**src/rtl/receiver_fsm_pkg.sv**
```systemverilog
// Shared types and defaults for the receive side of the four-phase
// push synchroniser.
package receiver_fsm_pkg;

  localparam int DATA_WIDTH_DEF  = 8;
  localparam int SYNC_STAGES_DEF = 2;
  localparam int CNT_WIDTH_DEF   = 8;

  // Two-bit receiver state; 10 and 11 are never entered and recover to IDLE.
  typedef enum logic [1:0] {
    IDLE     = 2'b00,
    ACKED    = 2'b01,
    UNUSED_2 = 2'b10,
    UNUSED_3 = 2'b11
  } rx_state_t;

  // A new word may be captured when the request is seen and the holding
  // register is empty or is being drained on the same edge.
  function automatic logic can_capture(input logic rs, input logic dv, input logic take);
    return rs & (~dv | take);
  endfunction

endpackage

```
**src/rtl/receiver_fsm_if.sv**
```systemverilog
// Transmitter-facing req/data/ack bus plus the consumer valid/ready side.
// master: transmitter and consumer (the bench); slave: the receiver.
interface receiver_fsm_if
  import receiver_fsm_pkg::*;
#(
  parameter int DATA_WIDTH = DATA_WIDTH_DEF
);
  logic                  req;
  logic [DATA_WIDTH-1:0] input_rx;
  logic                  ack;
  logic [DATA_WIDTH-1:0] output_rx;
  logic                  dv;
  logic                  rdy;

  modport master (output req, input_rx, rdy, input ack, output_rx, dv);
  modport slave  (input req, input_rx, rdy, output ack, output_rx, dv);
endinterface

```
**src/rtl/receiver_fsm_rx_sync.sv**
```systemverilog
// SYNC_STAGES-deep flop chain bringing an asynchronous level into clk.
// Reusable for the transmitter's ack path.
module receiver_fsm_rx_sync #(
  parameter int SYNC_STAGES = 2
) (
  input  logic clk,
  input  logic reset,
  input  logic d,
  output logic q
);
  logic [SYNC_STAGES-1:0] sync_reg;

  // Shift the incoming level one stage per clock; all stages clear on reset.
  always_ff @(posedge clk or negedge reset) begin
    if (!reset) sync_reg <= '0;
    else        sync_reg <= {sync_reg[SYNC_STAGES-2:0], d};
  end

  assign q = sync_reg[SYNC_STAGES-1];
endmodule

```
**src/rtl/receiver_fsm.sv**
```systemverilog
// Receive FSM: synchronises req, captures the data bus into a one-entry
// holding register, returns ack, and withholds ack while the register is full.
module receiver_fsm
  import receiver_fsm_pkg::*;
#(
  parameter int DATA_WIDTH  = DATA_WIDTH_DEF,
  parameter int SYNC_STAGES = SYNC_STAGES_DEF,
  parameter int CNT_WIDTH   = CNT_WIDTH_DEF
) (
  input  logic                 clk,
  input  logic                 reset,
  receiver_fsm_if.slave        bus,
  output logic                 f,
  output logic [CNT_WIDTH-1:0] xfer_cnt
);
  logic                  rs;
  logic                  rs_d_reg;
  logic                  f_reg;
  rx_state_t             state_reg, state_next;
  logic                  ack_reg, ack_next;
  logic                  dv_reg, dv_next;
  logic [DATA_WIDTH-1:0] data_reg, data_next;
  logic [CNT_WIDTH-1:0]  cnt_reg, cnt_next;
  logic                  take;

  receiver_fsm_rx_sync #(.SYNC_STAGES(SYNC_STAGES)) u_req_sync (
    .clk   (clk),
    .reset (reset),
    .d     (bus.req),
    .q     (rs)
  );

  // Registered one-cycle pulse on each synchronised rising edge of req.
  always_ff @(posedge clk or negedge reset) begin
    if (!reset) begin
      rs_d_reg <= 1'b0;
      f_reg    <= 1'b0;
    end else begin
      rs_d_reg <= rs;
      f_reg    <= rs & ~rs_d_reg;
    end
  end

  // FSM state, ack, holding register and transfer counter.
  always_ff @(posedge clk or negedge reset) begin
    if (!reset) begin
      state_reg <= IDLE;
      ack_reg   <= 1'b0;
      dv_reg    <= 1'b0;
      data_reg  <= '0;
      cnt_reg   <= '0;
    end else begin
      state_reg <= state_next;
      ack_reg   <= ack_next;
      dv_reg    <= dv_next;
      data_reg  <= data_next;
      cnt_reg   <= cnt_next;
    end
  end

  // Next-state logic; a consumer take clears dv unless a capture lands on the same edge.
  always_comb begin
    take       = dv_reg & bus.rdy;
    state_next = state_reg;
    ack_next   = ack_reg;
    dv_next    = dv_reg & ~take;
    data_next  = data_reg;
    cnt_next   = cnt_reg;
    case (state_reg)
      IDLE: begin
        ack_next = 1'b0;
        if (can_capture(rs, dv_reg, take)) begin
          data_next  = bus.input_rx;
          dv_next    = 1'b1;
          ack_next   = 1'b1;
          state_next = ACKED;
        end
      end
      ACKED: begin
        // Held until req falls, so a long req never re-captures.
        ack_next = 1'b1;
        if (!rs) begin
          ack_next   = 1'b0;
          cnt_next   = cnt_reg + 1'b1;
          state_next = IDLE;
        end
      end
      default: begin
        ack_next   = 1'b0;
        state_next = IDLE;
      end
    endcase
  end

  assign bus.ack       = ack_reg;
  assign bus.dv        = dv_reg;
  assign bus.output_rx = data_reg;
  assign f             = f_reg;
  assign xfer_cnt      = cnt_reg;
endmodule

```
**src/flat_wrapper.sv**
```systemverilog
// flat-port wrapper written by rule: the top's interface ports become plain ports
module receiver_fsm_flat import receiver_fsm_pkg::*;
#(
  parameter int DATA_WIDTH  = DATA_WIDTH_DEF,
  parameter int SYNC_STAGES = SYNC_STAGES_DEF,
  parameter int CNT_WIDTH   = CNT_WIDTH_DEF
)
  (clk, reset, f, xfer_cnt, bus_req, bus_input_rx, bus_rdy, bus_ack, bus_output_rx, bus_dv);
  receiver_fsm_if #(.DATA_WIDTH(DATA_WIDTH)) bus_i ();
  input  logic clk;
  input  logic reset;
  output logic f;
  output logic [CNT_WIDTH-1:0] xfer_cnt;
  input wire logic [$bits(bus_i.req)-1:0] bus_req;
  input wire logic [$bits(bus_i.input_rx)-1:0] bus_input_rx;
  input wire logic [$bits(bus_i.rdy)-1:0] bus_rdy;
  output wire logic [$bits(bus_i.ack)-1:0] bus_ack;
  output wire logic [$bits(bus_i.output_rx)-1:0] bus_output_rx;
  output wire logic [$bits(bus_i.dv)-1:0] bus_dv;
  assign bus_i.req = bus_req;
  assign bus_i.input_rx = bus_input_rx;
  assign bus_i.rdy = bus_rdy;
  assign bus_ack = bus_i.ack;
  assign bus_output_rx = bus_i.output_rx;
  assign bus_dv = bus_i.dv;
  receiver_fsm #(.DATA_WIDTH(DATA_WIDTH), .SYNC_STAGES(SYNC_STAGES), .CNT_WIDTH(CNT_WIDTH)) u_core (.clk(clk), .reset(reset), .bus(bus_i), .f(f), .xfer_cnt(xfer_cnt));
endmodule
```
**config.mk**
```make
export PLATFORM = sky130hd
export DESIGN_NAME = receiver_fsm_flat
export DESIGN_NICKNAME = d
export VERILOG_FILES = /design/src/rtl/receiver_fsm_pkg.sv /design/src/rtl/receiver_fsm_if.sv /design/src/rtl/receiver_fsm_rx_sync.sv /design/src/rtl/receiver_fsm.sv /design/src/flat_wrapper.sv
export SDC_FILE = /design/constraint.sdc
export NUM_CORES = 1
export LEC_CHECK = 0
export CAP_MARGIN = 20
export CORE_UTILIZATION = 34
export DETAILED_ROUTE_END_ITERATION = 7
export HOLD_SLACK_MARGIN = 0.15
export PLACE_DENSITY_LB_ADDON = 0.08
export SLEW_MARGIN = 30
export SYNTH_ARGS = -nofsm -noshare
export SYNTH_HDL_FRONTEND = slang
export SYNTH_HIERARCHICAL = 1
export SYNTH_SLANG_ARGS = --single-unit
```
**constraint.sdc**
```tcl
create_clock -name clk -period 3.24 [get_ports clk]
set_clock_uncertainty 0.1 [all_clocks]
set_input_delay 0.81 -clock clk [delete_from_list [all_inputs] [get_ports clk]]
set_output_delay 0.81 -clock clk [all_outputs]
set_load 0.005 [all_outputs]
```
Yosys cells after proc, flatten, opt, wreduce, memory -nomap -nowiden
Cells that the tools add are included.

word-level totals
  logic and storage cells = 33
  register bits after elaboration = 24
  memory bits (read-only) = 0
  bits in latches = 0
  memories = 0
  bits in writable memories = 0
  input bits = 12

operators by class
  equal/unequal tests = 3
  div/mod/pow operators = 0
  shift-type cells = 0
  add/sub/neg operators = 1
  $mul = 0
  reductions and logical operators = 4
  bitwise operators = 9
  order comparisons = 0
  mux-type cells = 8

operators by type and width
  operator                                                               number
  8-bit by 1-bit adder with 8-bit output, second input constant          1
  2-bit AND reduction                                                    3
  1-bit bitwise AND                                                      4
  1-bit 2-to-1 mux                                                       4
  2-bit 2-to-1 mux                                                       2
  1-bit inverter                                                         4
  2-bit one-hot mux with 2 select lines                                  1
  2-bit by 1-bit equality test with 1-bit output, second input constant  1
  2-bit logical NOT                                                      1
  2-bit by 1-bit != test with 1-bit output, second input constant        1
  2-bit != test, second input constant                                   1
  1-bit one-hot mux with 2 select lines                                  1
  1-bit OR                                                               1

Logic depth before layout (Yosys ltp)
  word-level depth = 5
  mapped depth = 4
  mapped depth without buffers = 4

Modules after synthesis
Netlist, hierarchy kept.

modules (own cells, without submodules)
  module                sequential area each (um^2)  times used  area an instance (um^2)  cells each
  receiver_fsm          525.5                        1           813.3                    57
  receiver_fsm_rx_sync  50.0                         1           50.0                     2

Worst setup path before layout
No wires, ideal clock.

  path type = input -> register
  from = in bus_rdy
  to = reg u_core.data_reg[0], in the netlist u_core/bus.output_rx[0]
  setup time = 125 ps
  required time = 3015 ps
  arrival = 1626 ps
  setup slack = 1390 ps
  cell stages on the path = 3
  cells stage by stage = nand2b_1 -> nor3b_4 -> mux2_2

between the ends
  cells in the longest elaborated chain, start to end = 4

RTL lines
  item                           RTL line                RTL
  from (decl)                    flat_wrapper.sv:16      input wire logic [$bits(bus_i.rdy)-1:0] bus_rdy;
  1-bit bitwise AND              receiver_fsm.sv:63      take = dv_reg & bus.rdy;
  1-bit OR                       receiver_fsm_pkg.sv:20  return rs & (~dv | take);
  1-bit bitwise AND              receiver_fsm_pkg.sv:20
  2-bit AND reduction (no line)  n/a
  to (signal assigned)           receiver_fsm.sv:56      data_reg <= data_next;
  to (decl)                      receiver_fsm.sv:22      logic [DATA_WIDTH-1:0] data_reg, data_next;

No other way between the ends.
A chain may end at the register's enable or synchronous reset.

Worst setup path after layout
  from = reg u_core.cnt_reg[2], in the netlist u_core/xfer_cnt[2]
  to = out xfer_cnt[2]

RTL lines
  item                    RTL line            RTL
  from (decl)             receiver_fsm.sv:23  logic [CNT_WIDTH-1:0] cnt_reg, cnt_next;
  from (signal assigned)  receiver_fsm.sv:57  cnt_reg <= cnt_next;
  to (decl)               flat_wrapper.sv:13  output logic [CNT_WIDTH-1:0] xfer_cnt;

No word-level cell between the ends.

==> results.sh <==
export IMPL_status="completed"
export IMPL_avgSynthCellArea_um2=14.6
export IMPL_critPathKind="reg -> out"
export IMPL_synth_top_area_share_pct=66.7
export IMPL_fin_cells=122
export IMPL_hp_start="u_core/u_req_sync/sync_reg[0]"
export IMPL_place_area_um2=1210
export IMPL_drt_initial_drc_count=1
export IMPL_worst_slack_ns=1.06
export IMPL_final_area_um2=1230
export IMPL_insertion_delay_ns=0.30
export IMPL_worstPathMaxFanout=5
export IMPL_antenna_found_initial=0
export IMPL_p_leak_nw=0.530
export IMPL_final_layout_size_suffix_gt1_share_pct=18.1
export IMPL_cts_tree="built"
export IMPL_post_cts_setup_buffer_count=0
export IMPL_route_met3_wl_um=110
export IMPL_dp_slack_ns=0.809
export IMPL_grt_setup_unrepaired="no"
export IMPL_synthFlopType="dfrtp_1"
export IMPL_first_global_vias=523
export IMPL_dr_max_layer_used="met4"
export IMPL_area_growth_pct=42.8
export IMPL_worst_slew_pin_slew_ns=0.410
export IMPL_holdPathEnd="u_core/u_req_sync/sync_reg[1]"
export IMPL_synth_cells=59
export IMPL_grt_use_total_pct=13.9
export IMPL_dp_cells=118
export IMPL_postRouteAntennaNets=0
export IMPL_io_buffers=30
export IMPL_netlist_top_cells_count="dfrtp_1, mux2_2, nor2_1, nand2_1, xnor2_1"
export IMPL_clk_pin_slew_ns=0.12
export IMPL_yosysTopAreaCell="dfrtp_1"
export IMPL_syn_area_um2=863
export IMPL_holdPathStages=0
export IMPL_end_kind="output pin"
export IMPL_cts_max_path_buffers=2
export IMPL_coreArea_um2=2300
export IMPL_setup_viol=0
export IMPL_drt_wl_total_mm=1.61
export IMPL_cap_violations=0
export IMPL_min_period_ns=2.18
export IMPL_seq_area_frac_synth_pct=66.7
export IMPL_die_area_um2=2740
export IMPL_min_path_type="reg -> reg"
export IMPL_startpoint_type="flip-flop"
export IMPL_slew_headroom_pct=72.6
export IMPL_io_pins=31
export IMPL_vdd_ir_drop_max_v=0.000298
export IMPL_synth_edff_count=0
export IMPL_route_vias_total=563
export IMPL_place_congestion=0.672
export IMPL_diodes=0
export IMPL_grt_overflow=0
export IMPL_detail_route_vias_per_cell=4.61
export IMPL_pwr_density_cell_nw_per_um2=611
export IMPL_wire_per_inst_um=13.2
export IMPL_period_share_pct=67.3
export IMPL_arrival_ns=1.27
export IMPL_grt_max_degree=24
export IMPL_nets=108
export IMPL_dp_hpwl_mm=1.18
export IMPL_worst_path_largest_cell_delay_ns=0.53
export IMPL_synth_nets=72
export IMPL_yosys_register_bits=23
export IMPL_synth_area_leaders="dfrtp_1, mux2_2, xnor2_1"
export IMPL_grt_first_pass_wirelength_mm=2.57
export IMPL_r2r_setup_slack_ns=1.74
export IMPL_ys_types=17
export IMPL_cts_htree_levels=1
export IMPL_register_area_um2=576
export IMPL_p_total_mw=0.753
export IMPL_hold_viol_final=0
export IMPL_first_pass_iters=2
export IMPL_wl_met2_um=741
export IMPL_worstReg2RegStart="u_core/u_req_sync/sync_reg[1]"
export IMPL_critical_path_buf_inv_count=1
export IMPL_row_count=17
export IMPL_post_cts_resized=0
export IMPL_chipHeight_um=52.4
export IMPL_critPathTopFamily="buffers and inverters"
export IMPL_multi_input_area_um2=284
export IMPL_nFillCells=221
export IMPL_cts_hold_buf=0
export IMPL_reg2reg_depth=3
export IMPL_cts_buffers=3
export IMPL_drv_slew=0
export IMPL_synth_async_reset_ratio_pct=100
export IMPL_root_buffer="clkbuf_4"
export IMPL_start_util_pct=37.6
export IMPL_r2r_end="u_core/bus.output_rx[6]"
export IMPL_post_route_drc_count=0
export IMPL_cp_cell_sequence="clkdlybuf4s50_1"
export IMPL_ys_warnings_count=6
export IMPL_required_ns=2.33
export IMPL_tns_ns=0
export IMPL_yosysMostFrequentCell="dfrtp_1"
export IMPL_m1WireLength_um=727
export IMPL_die_x_um=52.4
export IMPL_crit_slowest_cell="clkdlybuf4s50_1"
export IMPL_max_freq_mhz=459
export IMPL_clock_sinks=23
-- layout make-up --
cell class | instances | share of cell area, %
Clock buffer | 4 | 2.13
Inverter | 1 | 0.305
Multi-Input combinational cell | 35 | 23.0
Sequential cell | 23 | 46.7
Tap cell | 28 | 2.84
Timing Repair Buffer | 31 | 25.0
-- per-layer routing --
metal	GRT usage, %	vias up
met3	4.35	4
met4	7.89	0
met5	0	-
li1	-	270
met2	22.2	19
met1	16.5	270
-- how the worst max path moves through the flow --
stage                             from  slack (ns)                       to  cells past startpoint
global placement               bus_rdy        0.84  u_core/bus.output_rx[3]                      4
detailed placement             bus_rdy        0.81  u_core/bus.output_rx[6]                      4
CTS                 u_core/xfer_cnt[2]        1.04              xfer_cnt[2]                      1
finish              u_core/xfer_cnt[2]        1.06              xfer_cnt[2]                      1
global route        u_core/xfer_cnt[2]        0.98              xfer_cnt[2]                      1
floorplan                      bus_rdy        1.39  u_core/bus.output_rx[0]                      3
-- placed cells by master, fill, tap and decap left out --
master / Yosys / final
and4b_2: 1 / 1
nor3_1: 1 / 1
xnor2_1: 4 / 4
clkdlybuf4s50_1: 0 / 30
xor2_1: 3 / 3
clkbuf_1: 0 / 1
and2b_2: 1 / 1
inv_2: 1 / 1
ha_1: 1 / 1
nand4_1: 1 / 1
nand3b_1: 1 / 1
o21ai_0: 1 / 1
and3_1: 1 / 1
nor3b_4: 1 / 1
nand2b_1: 1 / 1
buf_4: 0 / 1
nor2_1: 5 / 5
nand2_1: 4 / 4
dfrtp_1: 23 / 23
mux2_2: 9 / 9
clkbuf_4: 0 / 3
-- where the power goes --
part	internal (mW)	switching (mW)	total, mW
Clock	0.0480	0.0798	0.128
Combinational	0.157	0.0653	0.222
Sequential	0.347	0.0560	0.403
Total	0.552	0.201	0.753
-- logic make-up after synthesis --
family | Yosys count | synth area share, %
buffers and inverters | 1 | 0.434
flip-flops | 23 | 66.7
XOR/XNOR | 7 | 7.10
multiplexers | 9 | 11.7
AND/OR/NAND/NOR | 17 | 12.0
AO/OA/AOI/OAI | 1 | 0.579
adder cells (fa/ha/maj) | 1 | 1.45
-- metrics by stage --
step,hold slack (ns),util [%]
2_1_floorplan,0.231,-
3_3_place_gp,0.237,52.5
3_5_place_dp,0.241,52.5
4_1_cts,0.272,53.6
5_1_grt,0.275,53.6
6_report,0.266,53.6
Note: power is estimated with default switching activity, not from simulation.
